==> src/rtl/vga_pattern_source_if.sv <==
// -----------------------------------------------------------------------------
// vga_pattern_source_if
//   Bundles the VGA stream produced by vga_pattern_source together with the
//   pattern-select switches that steer it.
//
//   Signals:
//     SW           [2:0]  pattern select (driven by the consumer/board side)
//     oVGA_R/G/B   [7:0]  pixel colour, 0 outside the active area
//     oVGA_HS             horizontal sync, active low
//     oVGA_VS             vertical sync, active low
//     oVGA_SYNC_N         composite sync, tied low
//     oVGA_BLANK_N        high during the active image
//     frame_start         one-cycle pulse alongside pixel (0,0)
//
//   Modports:
//     master  the pattern source (reads SW, drives the video signals)
//     slave   the downstream consumer (drives SW, reads the video signals)
// -----------------------------------------------------------------------------
interface vga_pattern_source_if;
  logic [2:0] SW;
  logic [7:0] oVGA_R;
  logic [7:0] oVGA_G;
  logic [7:0] oVGA_B;
  logic       oVGA_HS;
  logic       oVGA_VS;
  logic       oVGA_SYNC_N;
  logic       oVGA_BLANK_N;
  logic       frame_start;

  modport master (
    input  SW,
    output oVGA_R, oVGA_G, oVGA_B, oVGA_HS, oVGA_VS,
           oVGA_SYNC_N, oVGA_BLANK_N, frame_start
  );

  modport slave (
    output SW,
    input  oVGA_R, oVGA_G, oVGA_B, oVGA_HS, oVGA_VS,
           oVGA_SYNC_N, oVGA_BLANK_N, frame_start
  );
endinterface

==> src/rtl/vga_pattern_source.sv <==
// -----------------------------------------------------------------------------
// vga_pattern_source
//   Synthetic VGA transmitter. Generates HS/VS/BLANK_N/SYNC_N timing and 8-bit
//   RGB test images (colour bars, ramp, checkerboard, moving bar, impulse,
//   flat grey, black) that stand in for a camera feeding the filter pipeline.
//
//   Ports:
//     VGA_CLK  pixel clock, all logic on its rising edge
//     reset    synchronous, active-high reset
//     vga      vga_pattern_source_if.master: SW in, video signals out
//
//   Every output is registered: the values seen after edge n+1 describe the
//   counter position held during cycle n.
// -----------------------------------------------------------------------------
module vga_pattern_source #(
  parameter int WIDTH    = 800,
  parameter int HEIGHT   = 480,
  parameter int H_FP     = 40,
  parameter int H_SYNC   = 48,
  parameter int H_BP     = 40,
  parameter int V_FP     = 13,
  parameter int V_SYNC   = 3,
  parameter int V_BP     = 29,
  parameter int BAR_STEP = 4
) (
  input logic                  VGA_CLK,
  input logic                  reset,
  vga_pattern_source_if.master vga
);

  localparam int H_TOTAL = WIDTH + H_FP + H_SYNC + H_BP;
  localparam int V_TOTAL = HEIGHT + V_FP + V_SYNC + V_BP;

  // 12 bits covers the largest totals this block is used with and keeps the
  // ramp's x[9:2] slice always in range.
  localparam int CW = 12;
  typedef logic [CW-1:0] cnt_t;

  localparam cnt_t H_LAST   = cnt_t'(H_TOTAL - 1);
  localparam cnt_t V_LAST   = cnt_t'(V_TOTAL - 1);
  localparam cnt_t H_ACT    = cnt_t'(WIDTH);
  localparam cnt_t V_ACT    = cnt_t'(HEIGHT);
  localparam cnt_t HS_START = cnt_t'(WIDTH + H_FP);
  localparam cnt_t HS_END   = cnt_t'(WIDTH + H_FP + H_SYNC);
  localparam cnt_t VS_START = cnt_t'(HEIGHT + V_FP);
  localparam cnt_t VS_END   = cnt_t'(HEIGHT + V_FP + V_SYNC);
  localparam cnt_t BAR_W    = cnt_t'(WIDTH / 8);
  localparam cnt_t STEP     = cnt_t'(BAR_STEP);
  localparam cnt_t IMP_X    = cnt_t'(WIDTH / 2);
  localparam cnt_t IMP_Y    = cnt_t'(HEIGHT / 2);
  localparam cnt_t BAR_LEN  = cnt_t'(8);

  cnt_t        h_cnt_q, h_cnt_d;
  cnt_t        v_cnt_q, v_cnt_d;
  cnt_t        pos_q, pos_d;
  logic [2:0]  pat_q, pat_d;
  logic [23:0] rgb_q, rgb_d;
  logic        hs_q, hs_d;
  logic        vs_q, vs_d;
  logic        blank_n_q, blank_n_d;
  logic        frame_start_q, frame_start_d;

  logic        line_wrap;
  logic        frame_wrap;
  logic        active;
  cnt_t        pos_sum;
  cnt_t        bar_idx;
  logic [23:0] pix;

  // Raster counters, pattern latch and bar position.
  always_comb begin
    h_cnt_d    = h_cnt_q;
    v_cnt_d    = v_cnt_q;
    pat_d      = pat_q;
    pos_d      = pos_q;
    line_wrap  = (h_cnt_q == H_LAST);
    frame_wrap = line_wrap && (v_cnt_q == V_LAST);
    pos_sum    = pos_q + STEP;

    if (line_wrap) begin
      h_cnt_d = '0;
      v_cnt_d = (v_cnt_q == V_LAST) ? '0 : v_cnt_q + cnt_t'(1);
    end else begin
      h_cnt_d = h_cnt_q + cnt_t'(1);
    end

    // Pattern and bar only change between frames so an image never tears.
    if (frame_wrap) begin
      pat_d = vga.SW;
      pos_d = (pos_sum >= H_ACT) ? '0 : pos_sum;
    end
  end

  // Pixel colour for the current counter position.
  always_comb begin
    pix     = 24'h000000;
    active  = (h_cnt_q < H_ACT) && (v_cnt_q < V_ACT);
    bar_idx = h_cnt_q / BAR_W;

    case (pat_q)
      3'd0: begin
        if (bar_idx < cnt_t'(8)) begin
          case (bar_idx[2:0])
            3'd0:    pix = 24'hFFFFFF;
            3'd1:    pix = 24'hFFFF00;
            3'd2:    pix = 24'h00FFFF;
            3'd3:    pix = 24'h00FF00;
            3'd4:    pix = 24'hFF00FF;
            3'd5:    pix = 24'hFF0000;
            3'd6:    pix = 24'h0000FF;
            default: pix = 24'h000000;
          endcase
        end
      end
      3'd1: pix = {3{h_cnt_q[9:2]}};
      3'd2: pix = (h_cnt_q[4] ^ v_cnt_q[4]) ? 24'hFFFFFF : 24'h000000;
      3'd3: pix = ((h_cnt_q >= pos_q) && (h_cnt_q < pos_q + BAR_LEN)) ?
                  24'hFFFFFF : 24'h000000;
      3'd4: pix = ((h_cnt_q == IMP_X) && (v_cnt_q == IMP_Y)) ?
                  24'hFFFFFF : 24'h000000;
      3'd5: pix = 24'h646464;
      default: pix = 24'h000000;
    endcase

    rgb_d         = active ? pix : 24'h000000;
    hs_d          = !((h_cnt_q >= HS_START) && (h_cnt_q < HS_END));
    vs_d          = !((v_cnt_q >= VS_START) && (v_cnt_q < VS_END));
    blank_n_d     = active;
    frame_start_d = (h_cnt_q == '0) && (v_cnt_q == '0);
  end

  // State and output registers; SW is continuously captured while in reset.
  always_ff @(posedge VGA_CLK) begin
    if (reset) begin
      h_cnt_q       <= '0;
      v_cnt_q       <= '0;
      pos_q         <= '0;
      pat_q         <= vga.SW;
      rgb_q         <= 24'h000000;
      hs_q          <= 1'b1;
      vs_q          <= 1'b1;
      blank_n_q     <= 1'b0;
      frame_start_q <= 1'b0;
    end else begin
      h_cnt_q       <= h_cnt_d;
      v_cnt_q       <= v_cnt_d;
      pos_q         <= pos_d;
      pat_q         <= pat_d;
      rgb_q         <= rgb_d;
      hs_q          <= hs_d;
      vs_q          <= vs_d;
      blank_n_q     <= blank_n_d;
      frame_start_q <= frame_start_d;
    end
  end

  assign vga.oVGA_R       = rgb_q[23:16];
  assign vga.oVGA_G       = rgb_q[15:8];
  assign vga.oVGA_B       = rgb_q[7:0];
  assign vga.oVGA_HS      = hs_q;
  assign vga.oVGA_VS      = vs_q;
  assign vga.oVGA_SYNC_N  = 1'b0;
  assign vga.oVGA_BLANK_N = blank_n_q;
  assign vga.frame_start  = frame_start_q;

endmodule

==> src/flat_wrapper.sv <==
// flat-port wrapper written by rule: the top's interface ports become plain ports
module vga_pattern_source_flat 
#(
  parameter int WIDTH    = 800,
  parameter int HEIGHT   = 480,
  parameter int H_FP     = 40,
  parameter int H_SYNC   = 48,
  parameter int H_BP     = 40,
  parameter int V_FP     = 13,
  parameter int V_SYNC   = 3,
  parameter int V_BP     = 29,
  parameter int BAR_STEP = 4
)
  (VGA_CLK, reset, vga_SW, vga_oVGA_R, vga_oVGA_G, vga_oVGA_B, vga_oVGA_HS, vga_oVGA_VS, vga_oVGA_SYNC_N, vga_oVGA_BLANK_N, vga_frame_start);
  vga_pattern_source_if vga_i ();
  input logic VGA_CLK;
  input logic reset;
  input wire logic [$bits(vga_i.SW)-1:0] vga_SW;
  output wire logic [$bits(vga_i.oVGA_R)-1:0] vga_oVGA_R;
  output wire logic [$bits(vga_i.oVGA_G)-1:0] vga_oVGA_G;
  output wire logic [$bits(vga_i.oVGA_B)-1:0] vga_oVGA_B;
  output wire logic [$bits(vga_i.oVGA_HS)-1:0] vga_oVGA_HS;
  output wire logic [$bits(vga_i.oVGA_VS)-1:0] vga_oVGA_VS;
  output wire logic [$bits(vga_i.oVGA_SYNC_N)-1:0] vga_oVGA_SYNC_N;
  output wire logic [$bits(vga_i.oVGA_BLANK_N)-1:0] vga_oVGA_BLANK_N;
  output wire logic [$bits(vga_i.frame_start)-1:0] vga_frame_start;
  assign vga_i.SW = vga_SW;
  assign vga_oVGA_R = vga_i.oVGA_R;
  assign vga_oVGA_G = vga_i.oVGA_G;
  assign vga_oVGA_B = vga_i.oVGA_B;
  assign vga_oVGA_HS = vga_i.oVGA_HS;
  assign vga_oVGA_VS = vga_i.oVGA_VS;
  assign vga_oVGA_SYNC_N = vga_i.oVGA_SYNC_N;
  assign vga_oVGA_BLANK_N = vga_i.oVGA_BLANK_N;
  assign vga_frame_start = vga_i.frame_start;
  vga_pattern_source #(.WIDTH(WIDTH), .HEIGHT(HEIGHT), .H_FP(H_FP), .H_SYNC(H_SYNC), .H_BP(H_BP), .V_FP(V_FP), .V_SYNC(V_SYNC), .V_BP(V_BP), .BAR_STEP(BAR_STEP)) u_core (.VGA_CLK(VGA_CLK), .reset(reset), .vga(vga_i));
endmodule
==> config.mk <==
export PLATFORM = sky130hd
export DESIGN_NAME = vga_pattern_source_flat
export DESIGN_NICKNAME = d
export VERILOG_FILES = /design/src/rtl/vga_pattern_source_if.sv /design/src/rtl/vga_pattern_source.sv /design/src/flat_wrapper.sv
export SDC_FILE = /design/constraint.sdc
export NUM_CORES = 1
export LEC_CHECK = 0
export ABC_CLOCK_PERIOD_IN_PS = 5000
export CORE_MARGIN = 10
export CORE_UTILIZATION = 35
export DETAILED_ROUTE_END_ITERATION = 8
export PLACE_DENSITY = 0.53
export SYNTH_ARGS = -nofsm -noshare
export SYNTH_HDL_FRONTEND = slang
export SYNTH_SLANG_ARGS = --single-unit
==> constraint.sdc <==
create_clock -name VGA_CLK -period 5 [get_ports VGA_CLK]
set_clock_uncertainty 0.05 [all_clocks]
set_input_delay 0.5 -clock VGA_CLK [delete_from_list [all_inputs] [get_ports VGA_CLK]]
set_output_delay 0.5 -clock VGA_CLK [all_outputs]
set_load 0.01 [all_outputs]
# [Word level (Yosys, flattened, before mapping)]
# Cells that the tools add are included.
[op_classes] mux=10 reduce_logical=16 n_eq_ne=15 bitwise=2 n_addsub=4 n_div=1 magnitude_cmp=10
[op_table] cell="one-hot mux 24 bit (7 select lines)" count=1
[op_table] cell="one-hot mux 24 bit (6 select lines)" count=1
[op_table] cell="two-way mux 24 bit" count=4
[op_table] cell="adder 12 x 1 -> 12 bit, second input constant" count=2
[op_table] cell="== test 12 x 10 -> 1 bit, second input constant" count=2
[op_table] cell=">= comparator 12 x 10 -> 1 bit, second input constant" count=2
[op_table] cell="zero test 12 bit" count=2
[op_table] cell="less-than comparator 12 x 10 -> 1 bit, second input constant" count=2
[op_table] cell="less-than comparator 12 x 9 -> 1 bit, second input constant" count=2
[op_table] cell="two-way mux 12 bit" count=2
[op_table] cell="== test 3 bit, second input constant" count=5
[op_table] cell="adder 12 x 3 -> 12 bit, second input constant" count=1
[op_table] cell="adder 12 x 4 -> 12 bit, second input constant" count=1
[op_table] cell="divider 12 x 7 -> 12 bit, second input constant" count=1
[op_table] cell="== test 12 x 8 -> 1 bit, second input constant" count=1
[op_table] cell="== test 12 x 9 -> 1 bit, second input constant" count=1
[op_table] cell="== test 3 x 2 -> 1 bit, second input constant" count=4
[op_table] cell=">= comparator 12 bit" count=1
[op_table] cell=">= comparator 12 x 9 -> 1 bit, second input constant" count=1
[op_table] cell="less-than comparator 12 bit" count=1
[op_table] cell="less-than comparator 12 x 4 -> 1 bit, second input constant" count=1
[op_table] cell="logical AND 1 bit" count=7
[op_table] cell="== test 3 x 1 -> 1 bit, second input constant" count=2
[op_table] cell="zero test 3 bit" count=2
[op_table] cell="other kinds (6)" count=9
[word_totals] in_bits=5 elab_cells=67 out_inout_bits=29 regBits=67

# [Depth between registers and ports, before layout]
# Gate-level depths: netlist (run 1).
[logic_depth] depth_word=5 ltp_mapped=14 depth_no_buf=13

# [Least setup slack after synthesis (run 1)]
# Ideal clock, no wire load.
[synth_path] kind="register -> register" from="register u_core.h_cnt_q[8]" to="register u_core.rgb_q[0]" path_slack_ps=1552 arrival_ps=3266 setup_time_ps=133 path_buffers=1 path_stages_with_launch=13 required_time_ps=4817 period_less_slack_ps=3448 cell_sequence="dfxtp_1 -> buf_6 -> or4b_1 -> o311a_1 -> maj3_2 -> or3_1 -> a41oi_2 -> xor2_2 -> o21ai_2 -> maj3_2 -> o311a_1 -> o221ai_2 -> o21ai_1"
[synth_via] elab_chain_cells=5
[synth_rtl] element="from (decl)" line_no="vga_pattern_source.sv:53" rtl="cnt_t h_cnt_q, h_cnt_d;"
[synth_rtl] element="from (signal assigned)" line_no="vga_pattern_source.sv:145" rtl="h_cnt_q <= h_cnt_d;"
[synth_rtl] element="branches (longest 5 deep; another with divider 12 x 7 -> 12 bit)"
[synth_rtl] element="to (signal assigned)" line_no="vga_pattern_source.sv:149" rtl="rgb_q <= rgb_d;"
[synth_rtl] element="to (decl)" line_no="vga_pattern_source.sv:57" rtl="logic [23:0] rgb_q, rgb_d;"
# Several ways; the timed one is not identified.
# A chain may end at the register's enable or synchronous reset.

# [Final worst setup path (run 1)]
[layout_path] from="register u_core.h_cnt_q[7]" to="register u_core.rgb_q[6]"
# Same word-level chain as after synthesis.

==> results of run 1 <==
==> placed cells by master, fill, tap and decap left out, types with 6 or more instances in the layout <==
cell type / synthesis / layout
clkbuf_16: 0 / 10
nor2_1: 58 / 58
or3_1: 15 / 15
a21oi_1: 45 / 45
o21a_1: 8 / 8
o21ai_0: 30 / 30
xnor2_1: 17 / 17
nand2b_1: 7 / 7
clkdlybuf4s50_1: 0 / 32
buf_4: 2 / 9
o31ai_1: 8 / 8
nand2_1: 37 / 37
nor4_1: 7 / 7
xor2_1: 6 / 6
nand3_1: 24 / 24
nand4_1: 8 / 8
ha_1: 28 / 28
nor3_1: 18 / 18
o21ai_1: 10 / 10
dfxtp_1: 62 / 62
inv_1: 29 / 29
==> through the flow <==
stage | worst slack, ns | util | hold WS, ns | power [mW]
global placement | 1.046 | 0.3933 | 0.3972 | 0.6359
finish | 0.8403 | 0.4195 | 0.4183 | 1.281
detailed placement | 0.8753 | 0.3933 | 0.4099 | 0.6357
CTS | 0.8479 | 0.4195 | 0.4222 | 1.298
global route | 0.3711 | 0.4195 | 0.4584 | 1.326
floorplan | 1.552 | - | 0.3800 | 0.5959
==> worst max-delay path, cell delays in order, from the launching register on <==
cell,delay [ns]
dfxtp_1,0.58
nor2_1,0.09
or3_1,0.32
a311oi_1,0.62
nor2_1,0.32
a41oi_2,0.32
xor2_2,0.45
o21ai_2,0.19
maj3_2,0.34
o311a_1,0.30
o221ai_2,0.33
o21ai_1,0.12
==> flip-flops by register name, summed over array words and instances (netlist names) <==
signal and count:
u_core.h_cnt_q 12, u_core.pat_q 3, u_core.pos_q 10, u_core.rgb_q 24, u_core.v_cnt_q 12, u_core.vga.frame_start 1, u_core.vga.oVGA_BLANK_N 1, u_core.vga.oVGA_HS 1
u_core.vga.oVGA_VS 1
==> worst max-delay path by stage <==
| stage | start | endpoint | cells past startpoint |
|---|---|---|---|
| floorplan | u_core.h_cnt_q[8] | u_core.rgb_q[0] | 12 |
| global placement | u_core.h_cnt_q[7] | u_core.rgb_q[1] | 11 |
| detailed placement | u_core.h_cnt_q[7] | u_core.rgb_q[6] | 11 |
| CTS | u_core.h_cnt_q[7] | u_core.rgb_q[6] | 11 |
| global route | u_core.h_cnt_q[7] | u_core.rgb_q[0] | 11 |
| finish | u_core.h_cnt_q[7] | u_core.rgb_q[6] | 11 |
==> power breakdown <==
part           switching [mW]  leakage [nW]  internal, mW  total (mW)
logic                  0.0417          1.11        0.0360      0.0777
registers             0.00929         0.533         0.537       0.546
clock network           0.241         0.150         0.416       0.657
==> area by class of cell <==
class	instances	area (um^2)
Sequential cell	65	1331
Inverter	29	108.9
Tap cell	147	183.9
Fill cell	1226	6973
Clock inverter	6	63.81
Clock buffer	10	250.2
Multi-Input combinational cell	423	2713
Timing Repair Buffer	41	387.9
==> cell families after synthesis <==
group | count (synthesis) | synth area share
XOR/XNOR | 24 | 0.05054
AO/OA/AOI/OAI | 155 | 0.2329
buffers and inverters | 66 | 0.06128
other | 1 | 0.0008705
multiplexers | 5 | 0.01191
flip-flops | 65 | 0.3090
adder cells (fa/ha/maj) | 33 | 0.09352
AND/OR/NAND/NOR | 205 | 0.2399
==> layer usage <==
layer | vias up | wire (um)
met5 | - | 0
met4 | 0 | 131
met3 | 11 | 711
met2 | 106 | 5320
met1 | 1895 | 5537
li1 | 2037 | -
==> impl_metrics.json, run 1 <==
{
  "antenna_found_initial": 0,
  "overflow": 0,
  "dp_hpwl_um": 8675,
  "gr-max-usage-layer": "met2",
  "initial_core_util": 0.3586,
  "r2r-end": "u_core.rgb_q[6]",
  "totalWireLength_um": 11700,
  "io_buffers": 32,
  "yosysTopAreaCell": "dfxtp_1",
  "placedCellCount": 705,
  "worst_slew_margin_rel": 0.4229,
  "fp-row-count": 40,
  "via_per_inst": 5.616,
  "clkTransAtPathRegs_ns": 0.05,
  "cts_buffer_depth": 2,
  "io_pins": 34,
  "gr-usage-met2": 0.2206,
  "netlist_area_um2": 4308,
  "final_cells": 721,
  "synth_top_area_frac": 0.2881,
  "syn_to_final_growth_pct": 16.96,
  "ys_top_cells_by_area": "dfxtp_1 29%, ha_1 8.1%, a21oi_1 5.2%, nor2_1 5.1%, o21ai_0 3.5%",
  "rsz0062_at_grt": "false",
  "ant_nets": 0,
  "ys_async_sr_fraction": 0,
  "drv_slew": 0,
  "hold_depth": 1,
  "ys.flop_type": "dfxtp_1",
  "outcome": "complete, no violations",
  "synth_area_per_cell_um2": 7.776,
  "dr.pass1.iters": 5,
  "rr_worst_depth": 11,
  "crit_fanout": 14,
  "ys_warn_count": 0,
  "met1_usage": 0.1871,
  "dieArea_um2": 17150,
  "cts_htree_levels": 3,
  "placed_cell_area_um2": 4725,
  "diodes": 0,
  "start_kind": "flop",
  "max_freq_mhz": 240.4,
  "routedWlPerCell_um": 16.23,
  "syn_inst": 554,
  "coreArea_um2": 12010,
  "drive_above_1_share": 0.07143,
  "min_to": "u_core.h_cnt_q[0]",
  "cts_tree": "built",
  "clock-root-buffer": "clkbuf_16",
  "setup_viol": 0,
  "worstHoldStart": "u_core.h_cnt_q[0]",
  "use_met3": 0.03787,
  "cts_made_buffers": 9,
  "dr_total_vias": 4049,
  "fp.dieH_um": 130.9,
  "worst_setup_path_end_kind": "flop",
  "grt_usage": 0.1420,
  "r2r-start": "u_core.h_cnt_q[7]",
  "gp_congestion": 0.8537,
  "route.detailed.drc": 0,
  "synth_edf_count": 3,
  "synth.most_common_cell": "dfxtp_1",
  "post_cts_buffers": 0,
  "hp-class": "flop to flop",
  "hold_buffers": 0,
  "required_ns": 5.15,
  "clock_latency_ns": 0.34,
  "synth_nets": 587,
  "hold_viol_final": 0,
  "finalSetupTns_ns": 0,
  "p_leak_nw": 1.796,
  "num-nets-final": 602,
  "synth_common_cells": "62 x dfxtp_1, 58 x nor2_1, 45 x a21oi_1",
  "grt_pass1_vias": 3883,
  "drv_cap": 0,
  "grt_pass1_wl_um": 19690,
  "initialDrtViolationCount": 206,
  "postLayoutCellArea_um2": 5039,
  "rrSetupSlack_ns": 0.84,
  "clkSinkCount": 65,
  "p_per_area_nw_per_um2": 254.3,
  "die_x_um": 130.9,
  "synth.distinct_cells": 70,
  "min_period_ns": 4.160,
  "cts_resized": 0,
  "synth-seq-cells": 65,
  "critPathKind": "flop to flop",
  "synth-seq-area-share": 0.3090,
  "grt_max_degree": 26,
  "ir_drop_v": 0.0001915,
  "arrival_ns": 4.31,
  "worst_pin_slew_ns": 0.8644,
  "finalCritPeriodShare": 0.8319
}
Power figures use the tool's default switching activity.
==> inputs of run 2 (changes only) <==
--- a/config.mk
+++ b/config.mk
@@ -5,7 +5,7 @@
 export SDC_FILE = /design/constraint.sdc
 export NUM_CORES = 1
 export LEC_CHECK = 0
-export ABC_CLOCK_PERIOD_IN_PS = 5000
+export ABC_CLOCK_PERIOD_IN_PS = 4250
 export CORE_MARGIN = 10
 export CORE_UTILIZATION = 35
 export DETAILED_ROUTE_END_ITERATION = 8
==> constraint.sdc (replaced) <==
create_clock -name VGA_CLK -period 4.25 [get_ports VGA_CLK]
set_clock_uncertainty 0.05 [all_clocks]
set_input_delay 0.425 -clock VGA_CLK [delete_from_list [all_inputs] [get_ports VGA_CLK]]
set_output_delay 0.425 -clock VGA_CLK [all_outputs]
set_load 0.01 [all_outputs]
==> run 2 against run 1 <==
Combinational power grew 19%. Final area increased by 0.22%. Sequential share of layout area down 0.059 points. Total power is 9.4% higher. Largest power group unchanged.
==> impl_metrics.json, run 2 (same netlist as run 1, synthesis figures left out) <==
{
  "drv_slew": 0,
  "worst_pin_slew_ns": 0.7822,
  "hold_buffers": 0,
  "syn_to_final_growth_pct": 17.22,
  "route.detailed.drc": 0,
  "finish.utilization": 0.4204,
  "required_ns": 4.40,
  "fp.dieH_um": 130.9,
  "antenna_found_initial": 0,
  "initialDrtViolationCount": 255,
  "routedWlPerCell_um": 16.29,
  "cts_made_buffers": 9,
  "rsz0062_at_grt": "false",
  "fp-row-count": 40,
  "outcome": "complete, no violations",
  "critPathKind": "flop to flop",
  "grt_max_degree": 26,
  "dp_hpwl_um": 8848,
  "final_cell_mix": "62 x dfxtp_1, 58 x nor2_1, 45 x a21oi_1, 37 x nand2_1, 32 x clkdlybuf4s50_1",
  "switching_share": 0.2379,
  "drv_cap": 0,
  "initial_core_util": 0.3586,
  "post_cts_buffers": 0,
  "pwr-share-seq": 0.458,
  "ir_drop_v": 0.0002380,
  "via_per_inst": 5.551,
  "hp-class": "flop to flop",
  "totalWireLength_um": 11880,
  "regMostFlops": "u_core.rgb_q",
  "gp_congestion": 0.9060,
  "grt_usage": 0.1446,
  "p_leak_nw": 1.819,
  "clkSinkCount": 65,
  "dr_total_vias": 4047,
  "clock-root-buffer": "clkbuf_16",
  "layout_commonest_cell": "dfxtp_1",
  "dieArea_um2": 17150,
  "largest_register_ffs": 24,
  "overflow": 0,
  "io_pins": 34,
  "num-nets-final": 610,
  "min_period_ns": 3.814,
  "power_frac_clock": 0.476,
  "hold_viol_final": 0,
  "setup_viol": 0,
  "start_kind": "flop",
  "io_buffers": 32,
  "clock_latency_ns": 0.33,
  "intPower_mw": 1.069,
  "reg_top3": "u_core.rgb_q x24, u_core.h_cnt_q x12, u_core.v_cnt_q x12",
  "dr.pass1.iters": 4,
  "coreArea_um2": 12010,
  "finalCritPeriodShare": 0.8975,
  "grt_pass1_vias": 3933,
  "net-switching-power_uw": 333.5,
  "arrival_ns": 3.96,
  "max_freq_mhz": 262.2,
  "drive_above_1_share": 0.08076,
  "p_per_area_nw_per_um2": 277.6,
  "postLayoutCellArea_um2": 5050,
  "placed_cell_area_um2": 4785,
  "cts_htree_levels": 3,
  "die_x_um": 130.9,
  "holdWs_ns": 0.4371,
  "finalSetupTns_ns": 0,
  "cts_resized": 0,
  "worst_setup_path_end_kind": "flop",
  "clkTransAtPathRegs_ns": 0.06,
  "cts_tree": "built",
  "ant_nets": 0,
  "grt_pass1_wl_um": 20010,
  "diodes": 0,
  "crit_fanout": 12,
  "worst_slew_margin_rel": 0.4765,
  "cts_buffer_depth": 2,
  "power.combinational.fraction": 0.066
}
==> run 2: cell types whose count changed in the layout (fill, tap and decap cells not counted), moves of 2 or more <==
cell        delta
clkinvlp_4     -2
clkinv_4       +2
clkbuf_1       +2
buf_4          +8
==> run 2: power by group through the flow <==
stage          clock network [mW]  registers [mW]  logic (mW)
2_1_floorplan                   0           0.658      0.0428
3_5_place_dp                    0           0.656      0.0934
3_3_place_gp                    0           0.656      0.0929
5_1_grt                     0.711           0.645       0.102
4_1_cts                     0.684           0.643      0.0940
6_report                    0.667           0.643      0.0923
==> run 2: worst paths after layout <==
kind	from	to	slack, ns	cells past startpoint
setup / recovery	u_core.h_cnt_q[8]	u_core.rgb_q[4]	0.44	11
hold / removal	u_core.h_cnt_q[0]	u_core.h_cnt_q[0]	0.44	1
setup reg to reg	u_core.h_cnt_q[8]	u_core.rgb_q[4]	0.44	11
hold reg to reg	u_core.h_cnt_q[0]	u_core.h_cnt_q[0]	0.44	1
==> run 2: worst max-delay path, cell delays in order (launching register included) <==
cell and delay, ns:
dfxtp_1 0.41, or4b_1 0.54, o311a_1 0.16, maj3_2 0.34
o221ai_2 0.41, mux2i_1 0.44, o31a_1 0.28, nand2b_1 0.12
a221oi_1 0.34, o31ai_1 0.14, o221ai_2 0.34, o21ai_1 0.12
==> run 2: area by class of cell <==
cell class                 instances  area (um^2)
fill                            1232         6962
multi-input combinational        423         2713
sequential                        65         1331
timing repair buffer              49        447.9
clock buffer                      11        232.7
tap                              147        183.9
inverter                          29        108.9
clock inverter                     5        32.53
==> run 2: stage by stage <==
step	instances	setup slack [ns]	power, mW
detailed placement	713	0.4350	0.7492
global placement	713	0.6228	0.7489
finish	729	0.4357	1.402
floorplan	554	0.8015	0.7010
global route	729	0.1280	1.458
CTS	729	0.4392	1.421
==> run 2: metal layers <==
layer / wire length, um / part of all wire / up-vias / track usage
met5: 0 / 0 / - / 0
met4: 164 / 0.014 / 0 / 0.04644
met3: 743 / 0.063 / 18 / 0.04069
met2: 5242 / 0.44 / 106 / 0.2179
met1: 5727 / 0.48 / 1876 / 0.1945
li1: - / - / 2047 / -
==> inputs of run 3 (changes only) <==
--- a/config.mk
+++ b/config.mk
@@ -6,7 +6,7 @@
 export NUM_CORES = 1
 export LEC_CHECK = 0
 export ABC_CLOCK_PERIOD_IN_PS = 4250
-export CORE_MARGIN = 10
+export CORE_MARGIN = 8
 export CORE_UTILIZATION = 35
 export DETAILED_ROUTE_END_ITERATION = 8
 export PLACE_DENSITY = 0.53
==> run 3 against run 2 <==
Final area increased by 1.4%. Sequential share of layout area decreased by 0.37 points. Combinational power about the same. Total power grew 12%. Die area down 6.0%. Hold slack worse by 0.0094 ns. Critical endpoint is now u_core.rgb_q[5]. Largest power group unchanged.
==> impl_metrics.json, run 3 (same netlist as run 1, synthesis figures left out) <==
{
  "critPathKind": "flop to flop",
  "net-switching-power_uw": 350.9,
  "pwr-share-seq": 0.409,
  "outcome": "complete, no violations",
  "rrSetupSlack_ns": 0.42,
  "finalSetupTns_ns": 0,
  "dieArea_um2": 16110,
  "p_per_area_nw_per_um2": 306.5,
  "setup_slack_ns": 0.4191,
  "io_pins": 34,
  "power.combinational.fraction": 0.059,
  "setup_viol": 0,
  "diodes": 0,
  "worst_setup_path_end_kind": "flop",
  "gp_congestion": 0.9060,
  "hold_depth": 1,
  "grt_pass1_wl_um": 20060,
  "final_cell_mix": "62 x dfxtp_1, 58 x nor2_1, 45 x a21oi_1, 37 x nand2_1, 32 x clkdlybuf4s50_1",
  "totalWireLength_um": 11860,
  "path_cells": "nor3_1 > o311a_1 > maj3_2 > o21ai_1 > nand2_1 > o221ai_1 > o21ai_2 > maj3_2 > o311a_1 > o221ai_2 > o21ai_1",
  "critPathBufInv": 0,
  "cts_tree": "built",
  "dp_hpwl_um": 8686,
  "cts_made_buffers": 9,
  "route.detailed.drc": 0,
  "final.fill_count": 1241,
  "drv_slew": 0,
  "post_cts_buffers": 0,
  "required_ns": 4.40,
  "finalCritPeriodShare": 0.9014,
  "worst_pin_slew_ns": 0.7987,
  "cp_num_cells": 11,
  "grt_max_degree": 26,
  "ant_nets": 0,
  "worst_slew_margin_rel": 0.4655,
  "io_buffers": 32,
  "reg_top3": "u_core.rgb_q x24, u_core.h_cnt_q x12, u_core.v_cnt_q x12",
  "power_frac_clock": 0.532,
  "antenna_found_initial": 0,
  "coreArea_um2": 12010,
  "max_stage_delay_ns": 0.58,
  "dr_total_vias": 4074,
  "finish.utilization": 0.4264,
  "drv_cap": 0,
  "die_x_um": 126.9,
  "crit_fanout": 14,
  "cp_top_family": "compound AO/OA/AOI/OAI gates",
  "drive_above_1_share": 0.08262,
  "pre_cts_slack_ns": 0.4154,
  "clock_latency_ns": 0.33,
  "arrival_ns": 3.98,
  "switching_share": 0.2235,
  "hold_buffers": 0,
  "regMostFlops": "u_core.rgb_q",
  "routedWlPerCell_um": 16.29,
  "critPathSlowestCell": "dfxtp_1",
  "via_per_inst": 5.596,
  "grt_pass1_vias": 3970,
  "initial_core_util": 0.3586,
  "dr.pass1.iters": 4,
  "overflow": 0,
  "syn_to_final_growth_pct": 18.88,
  "holdWs_ns": 0.4277,
  "largest_register_ffs": 24,
  "initialDrtViolationCount": 289,
  "min_period_ns": 3.831,
  "layout_commonest_cell": "dfxtp_1",
  "grt_usage": 0.1515,
  "fp-row-count": 40,
  "hp-class": "flop to flop",
  "ir_drop_v": 0.0002151,
  "hold_viol_final": 0,
  "rr_worst_depth": 11,
  "num-nets-final": 609,
  "max_freq_mhz": 261.0,
  "start_kind": "flop",
  "cts_htree_levels": 3,
  "cts_buffer_depth": 2,
  "fp.dieH_um": 126.9,
  "clkTransAtPathRegs_ns": 0.06,
  "clock-root-buffer": "clkbuf_16",
  "clkSinkCount": 65,
  "cts_resized": 0,
  "p_leak_nw": 1.845,
  "intPower_mw": 1.219,
  "rsz0062_at_grt": "false",
  "total_power_mw": 1.570
}
run 3: final cells by class:
class | count | area (um^2) | share of cell area
Timing Repair Buffer | 48 | 440.4 | 0.08600
Clock buffer | 12 | 289.0 | 0.05644
Inverter | 29 | 108.9 | 0.02126
Sequential cell | 65 | 1331 | 0.2600
Tap cell | 147 | 183.9 | 0.03591
Clock inverter | 4 | 55.05 | 0.01075
Multi-Input combinational cell | 423 | 2713 | 0.5297
run 3: final timing paths:
check,from,end
worst max-delay path,u_core.h_cnt_q[8],u_core.rgb_q[5]
worst min register to register,u_core.h_cnt_q[0],u_core.h_cnt_q[0]
worst min-delay path,u_core.h_cnt_q[0],u_core.h_cnt_q[0]
worst max register to register,u_core.h_cnt_q[8],u_core.rgb_q[5]
run 3: stage by stage:
stage	instance area (um^2)	instances
floorplan	4308	554
global placement	4777	712
detailed placement	4777	712
CTS	5121	728
global route	5121	728
finish	5121	728
run 3: worst register-to-register path: stages, from the launching register on:
cell and delay, ns:
dfxtp_1 0.58, nor3_1 0.19, o311a_1 0.39, maj3_2 0.34, o21ai_1 0.37, nand2_1 0.19
o221ai_1 0.38, o21ai_2 0.16, maj3_2 0.32, o311a_1 0.30, o221ai_2 0.32, o21ai_1 0.13
run 3: power groups by stage:
stage | logic (mW) | clock network, mW | registers, mW
3_5_place_dp | 0.0928 | 0 | 0.656
6_report | 0.0923 | 0.835 | 0.643
2_1_floorplan | 0.0428 | 0 | 0.658
3_3_place_gp | 0.0931 | 0 | 0.656
5_1_grt | 0.101 | 0.874 | 0.645
4_1_cts | 0.0936 | 0.851 | 0.643
run 3: metal layers:
layer,up-vias,part of all wire,track usage
met5,-,0,0
met4,0,0.012,0.04969
met3,11,0.062,0.03603
met2,108,0.45,0.2422
met1,1912,0.48,0.1959
li1,2043,-,-
